$ cat src/rtl/pwm_gen_pkg.sv
// Shared constants and state encoding for the PWM generator.
package pwm_gen_pkg;

  localparam int unsigned CNT_W      = 32;
  localparam int unsigned MIN_PERIOD = 2;

  localparam logic [CNT_W-1:0] DEF_PERIOD = 32'd50000;
  localparam logic [CNT_W-1:0] DEF_DUTY   = 32'd25000;

  typedef enum logic {
    IDLE = 1'b0,
    RUN  = 1'b1
  } state_t;

endpackage

$ cat src/rtl/pwm_gen_cfg.sv
// Config handshake, shadow registers, period clamp and active period/duty.
// Optional duty ramp (one step per period) when PWM_GEN_RAMP_EN is defined.
module pwm_gen_cfg
  import pwm_gen_pkg::*;
#(
  parameter int unsigned      CNT_W      = 32,
  parameter logic [CNT_W-1:0] DEF_PERIOD = CNT_W'(50000),
  parameter logic [CNT_W-1:0] DEF_DUTY   = CNT_W'(25000)
) (
  input  logic             i_clk,
  input  logic             i_rst,
  input  logic             i_valid,
  output logic             o_ready,
  input  logic [CNT_W-1:0] i_period,
  input  logic [CNT_W-1:0] i_duty,
  input  logic             i_load,
  output logic [CNT_W-1:0] o_per_act,
  output logic [CNT_W-1:0] o_duty_act
);

  logic             r_pending;
  logic             r_ready;
  logic [CNT_W-1:0] r_sh_per;
  logic [CNT_W-1:0] r_sh_duty;
  logic [CNT_W-1:0] r_per_act;
  logic [CNT_W-1:0] r_duty_act;

  logic             w_accept;
  logic [CNT_W-1:0] w_per_clamp;

  assign w_accept    = i_valid && r_ready;
  assign w_per_clamp = (i_period < CNT_W'(MIN_PERIOD)) ? CNT_W'(MIN_PERIOD) : i_period;

`ifdef PWM_GEN_RAMP_EN
  logic [CNT_W-1:0] w_duty_step;

  // Move the active duty one count toward the shadow target.
  always_comb begin
    w_duty_step = r_duty_act;
    if (r_duty_act < r_sh_duty) begin
      w_duty_step = r_duty_act + CNT_W'(1);
    end else if (r_duty_act > r_sh_duty) begin
      w_duty_step = r_duty_act - CNT_W'(1);
    end
  end
`endif

  // Accept only while nothing is pending, so accept and load never collide.
  always_ff @(posedge i_clk) begin
    if (i_rst) begin
      r_pending  <= 1'b0;
      r_ready    <= 1'b1;
      r_sh_per   <= DEF_PERIOD;
      r_sh_duty  <= DEF_DUTY;
      r_per_act  <= DEF_PERIOD;
      r_duty_act <= DEF_DUTY;
    end else if (w_accept) begin
      r_sh_per  <= w_per_clamp;
      r_sh_duty <= i_duty;
      r_pending <= 1'b1;
      r_ready   <= 1'b0;
    end else if (i_load && r_pending) begin
      r_per_act <= r_sh_per;
`ifdef PWM_GEN_RAMP_EN
      r_duty_act <= w_duty_step;
      if (w_duty_step == r_sh_duty) begin
        r_pending <= 1'b0;
        r_ready   <= 1'b1;
      end
`else
      r_duty_act <= r_sh_duty;
      r_pending  <= 1'b0;
      r_ready    <= 1'b1;
`endif
    end
  end

  assign o_ready    = r_ready;
  assign o_per_act  = r_per_act;
  assign o_duty_act = r_duty_act;

endmodule

$ cat src/rtl/pwm_gen.sv
// PWM generator top: IDLE/RUN FSM, period counter and registered outputs.
// Define PWM_GEN_RAMP_EN to ramp duty changes one count per period.
module pwm_gen #(
  parameter int unsigned      CNT_W      = pwm_gen_pkg::CNT_W,
  parameter logic [CNT_W-1:0] DEF_PERIOD = CNT_W'(pwm_gen_pkg::DEF_PERIOD),
  parameter logic [CNT_W-1:0] DEF_DUTY   = CNT_W'(pwm_gen_pkg::DEF_DUTY)
) (
  input  logic             sys_clk,
  input  logic             sys_rst,
  input  logic             enable,
  input  logic             cfg_valid,
  output logic             cfg_ready,
  input  logic [CNT_W-1:0] cfg_period,
  input  logic [CNT_W-1:0] cfg_duty,
  output logic             pwm_out,
  output logic             period_tick
);

  import pwm_gen_pkg::*;

  state_t           r_state;
  logic [CNT_W-1:0] r_cnt;
  logic             r_pwm;
  logic             r_tick;

  logic [CNT_W-1:0] w_per_act;
  logic [CNT_W-1:0] w_duty_act;
  logic             w_load;

  // Shadow may load any time in IDLE, otherwise only on the last cycle of a period.
  assign w_load = (r_state == IDLE) || r_tick;

  pwm_gen_cfg #(
    .CNT_W      (CNT_W),
    .DEF_PERIOD (DEF_PERIOD),
    .DEF_DUTY   (DEF_DUTY)
  ) u_cfg (
    .i_clk      (sys_clk),
    .i_rst      (sys_rst),
    .i_valid    (cfg_valid),
    .o_ready    (cfg_ready),
    .i_period   (cfg_period),
    .i_duty     (cfg_duty),
    .i_load     (w_load),
    .o_per_act  (w_per_act),
    .o_duty_act (w_duty_act)
  );

  // r_tick is set one edge early so it is high exactly while r_cnt == per_act-1;
  // period >= 2 guarantees no tick on the cycle right after a wrap or start.
  always_ff @(posedge sys_clk) begin
    if (sys_rst) begin
      r_state <= IDLE;
      r_cnt   <= '0;
      r_pwm   <= 1'b0;
      r_tick  <= 1'b0;
    end else begin
      r_pwm <= (r_state == RUN) && (r_cnt < w_duty_act);
      if (!enable) begin
        r_state <= IDLE;
        r_cnt   <= '0;
        r_tick  <= 1'b0;
      end else begin
        r_state <= RUN;
        if (w_load) begin
          r_cnt <= '0;
        end else begin
          r_cnt <= r_cnt + CNT_W'(1);
        end
        r_tick <= (r_state == RUN) && (r_cnt == w_per_act - CNT_W'(2));
      end
    end
  end

  assign pwm_out     = r_pwm;
  assign period_tick = r_tick;

endmodule

$ cat config.mk
export PLATFORM = sky130hd
export DESIGN_NAME = pwm_gen
export DESIGN_NICKNAME = d
export VERILOG_FILES = /design/src/rtl/pwm_gen_pkg.sv /design/src/rtl/pwm_gen_cfg.sv /design/src/rtl/pwm_gen.sv
export SDC_FILE = /design/constraint.sdc
export NUM_CORES = 1
export LEC_CHECK = 0
export ABC_AREA = 0
export BUFFER_PORTS_ARGS = -buffer_cell sky130_fd_sc_hd__buf_2
export CORE_UTILIZATION = 25
export CTS_BUF_LIST = sky130_fd_sc_hd__clkbuf_8
export DETAILED_ROUTE_END_ITERATION = 16
export GPL_TIMING_DRIVEN = 0
export SLEW_MARGIN = 20
export SYNTH_ARGS = -nofsm -noshare
export SYNTH_HDL_FRONTEND = slang
export SYNTH_SLANG_ARGS = --single-unit
$ cat constraint.sdc
create_clock -name sys_clk -period 6.4 [get_ports sys_clk]
set_input_delay 0.64 -clock sys_clk [delete_from_list [all_inputs] [get_ports sys_clk]]
set_output_delay 0.64 -clock sys_clk [all_outputs]
set_load 0.005 [all_outputs]
==> metrics.txt <==
Seq cells post-synth=165; Core ar.=30750 um^2; fmax=343.2 MHz; H-tree depth=4; CP max stage cell=or4_4; Mapped Nets=1086; clk_lat worst skew=470 ps; fraction of registers with async set/reset=0%; initial DRC count=465; Avg Cell Area, Syn=7.973 um^2; Final nets=1175; PwrDens=220.8 nW/um^2; # DRC=2; CTS Root Cell=clkbuf_8; Max Cap Violations=0; HP Class=in -> reg; setup ws final=3486 ps; post-CTS setup repair buffer count=0; post-synthesis cell type count=55; CP Data Required Time=6780 ps; Netlist Area Pre-Place=7854 um^2; CTS tree=yes; Via density=4.699; DP Worst Slack=3470 ps; fin. max-slew vios=0; # diodes=0; GRT Overall Usage=13.80%; first-pass GRT wire length=33.94 mm; most frequent cells in the layout=nand2_1, dfxtp_1, a21oi_1, nor2_1, buf_2; Max VDD drop=0.0001242 V; Overflow after GRT=0; Port Buf Inserts=70; total routed wirelength=21.51 mm; clk buf depth=2; clock sink count=165; Crit Path Max Fanout=8; failing checks=DRC; Fin. Hold Viols=0; I/O pin total=71; Tmin final=2914 ps; Post-Synthesis Cells=985; Reg clk slew, reported paths=90 ps; EDFF count, synth=0; Seq/Total Area, Yosys=42.06%; routability congestion estimate=0.9057; hpwl dp=16.99 mm; Worst slew margin=50.61%; status=finished with violations; die extent in x=179.2 um; Post-CTS Resized=0; FP Rows=64; CP Cell Sequence=or4_4, nor4_1, nand3_1, xnor2_1, a2111oi_0, nand4_1, nor4_2; cell family with most CP delay=simple AND/OR/NAND/NOR gates; largest net degree at the start of global routing=17; Final Skew=15.13 ps; Layout area overhead=15.63%; startpoint types=register; Top FF cell, synth=dfxtp_1; Synth warnings=0; total CTS buffers=17; die height=179.2 um; via count=6969; post-route ant nets=0; vias in the first global route=6443; fin crit share=45.53%; first-pass iteration count of the detailed router=11; layout cells sized above 1=10.95%; initial antenna violation count=0; critical path class=reg -> reg; P_leak=3.366 nW; RSZ-0062 raised after global routing=no; Fin Setup TNS=0 ps; hold_buf cts=0; crit path buf inv count=0; crit path DAT=3300 ps; CP endpoint kind=register; die area=32130 um^2; wire length per cell=14.51 um; final setup fails=0; measured slew at the worst slew-check pin=740.9 ps; most common cell after layout, fill and taps aside=nand2_1; Starting Density=25.54%; CP peak stage delay=610 ps
-- sequential cells by signal (all words and copies together), names as in the netlist --
name              flops
u_cfg.r_sh_duty      32
u_cfg.o_per_act      32
u_cfg.o_duty_act     32
u_cfg.r_sh_per       32
u_cfg.r_pending       1
u_cfg.o_ready         1
r_cnt                32
r_state               1
pwm_out               1
period_tick           1
-- worst paths after layout --
check	from	endpoint	slack, ps	depth (start not counted)
hold reg to reg	u_cfg.r_sh_per[21]	u_cfg.o_per_act[21]	450	2
hold / removal	cfg_duty[7]	u_cfg.r_sh_duty[7]	400	3
setup / recovery	u_cfg.o_per_act[3]	period_tick	3490	7
setup reg to reg	u_cfg.o_per_act[3]	period_tick	3490	7
-- cell type report --
class                           count  area, um^2
Multi-Input combinational cell    726        4180
Timing Repair Buffer               70       350.3
Fill cell                        3380       21670
Tap cell                          396       495.5
Clock buffer                       17       234.0
Sequential cell                   165        3303
Clock inverter                     15       147.6
Inverter                           40       150.1
Buffer                             54       220.2
-- synth_stat cells (all sizes together), types with 18 or more instances --
cell type  number  area [um^2]
xnor2          34        297.8
nand3          20        100.1
inv            40        150.1
nor2           73        274.0
nand2         227        859.6
a21oi         105        525.5
a22oi          21        157.7
clkbuf         41        153.9
nand3b         20        150.1
o21ai          22        110.1
nor4           18        125.1
dfxtp         165         3303
xor2           26        227.7
ha             33        412.9
-- tightest hold or removal path: stages --
cell and delay (ps):
buf_2 80, nand2_1 40, nand3b_1 70
-- power by group --
part | switching, W | internal (W)
clock | 0.000417 | 0.000318
sequential | 0.0000266 | 0.00106
combinational | 0.000111 | 0.0000679
total | 0.000555 | 0.00145
-- routing by layer --
layer | vias to the layer above | wire length, um | GRT usage (%)
met5 | - | 0 | 0
met4 | 0 | 707 | 6.268
met3 | 33 | 894 | 2.120
met2 | 165 | 10320 | 23.29
met1 | 3224 | 9589 | 17.16
li1 | 3547 | - | -
-- kinds of logic after synthesis --
group / count (synthesis) / share of synthesized area, %
flip-flops: 165 / 42.06
XOR/XNOR: 60 / 6.691
AO/OA/AOI/OAI: 191 / 14.61
multiplexers: 4 / 0.6850
buffers and inverters: 94 / 4.716
adder cells (fa/ha/maj): 33 / 5.257
AND/OR/NAND/NOR: 438 / 25.98
-- through the flow --
stage	power, W	hold WS [ps]	area, um^2	std cells	util (%)
floorplan	0.001220	432.1	7854	985	-
global placement	0.001291	442.6	8700	1451	28.29
detailed placement	0.001295	447.4	8700	1451	28.29
CTS	0.002024	377.3	9081	1483	29.53
global route	0.002093	380.9	9081	1483	29.53
finish	0.002005	395.5	9081	1483	29.53
No activity file was read; power rests on OpenSTA's default activity.
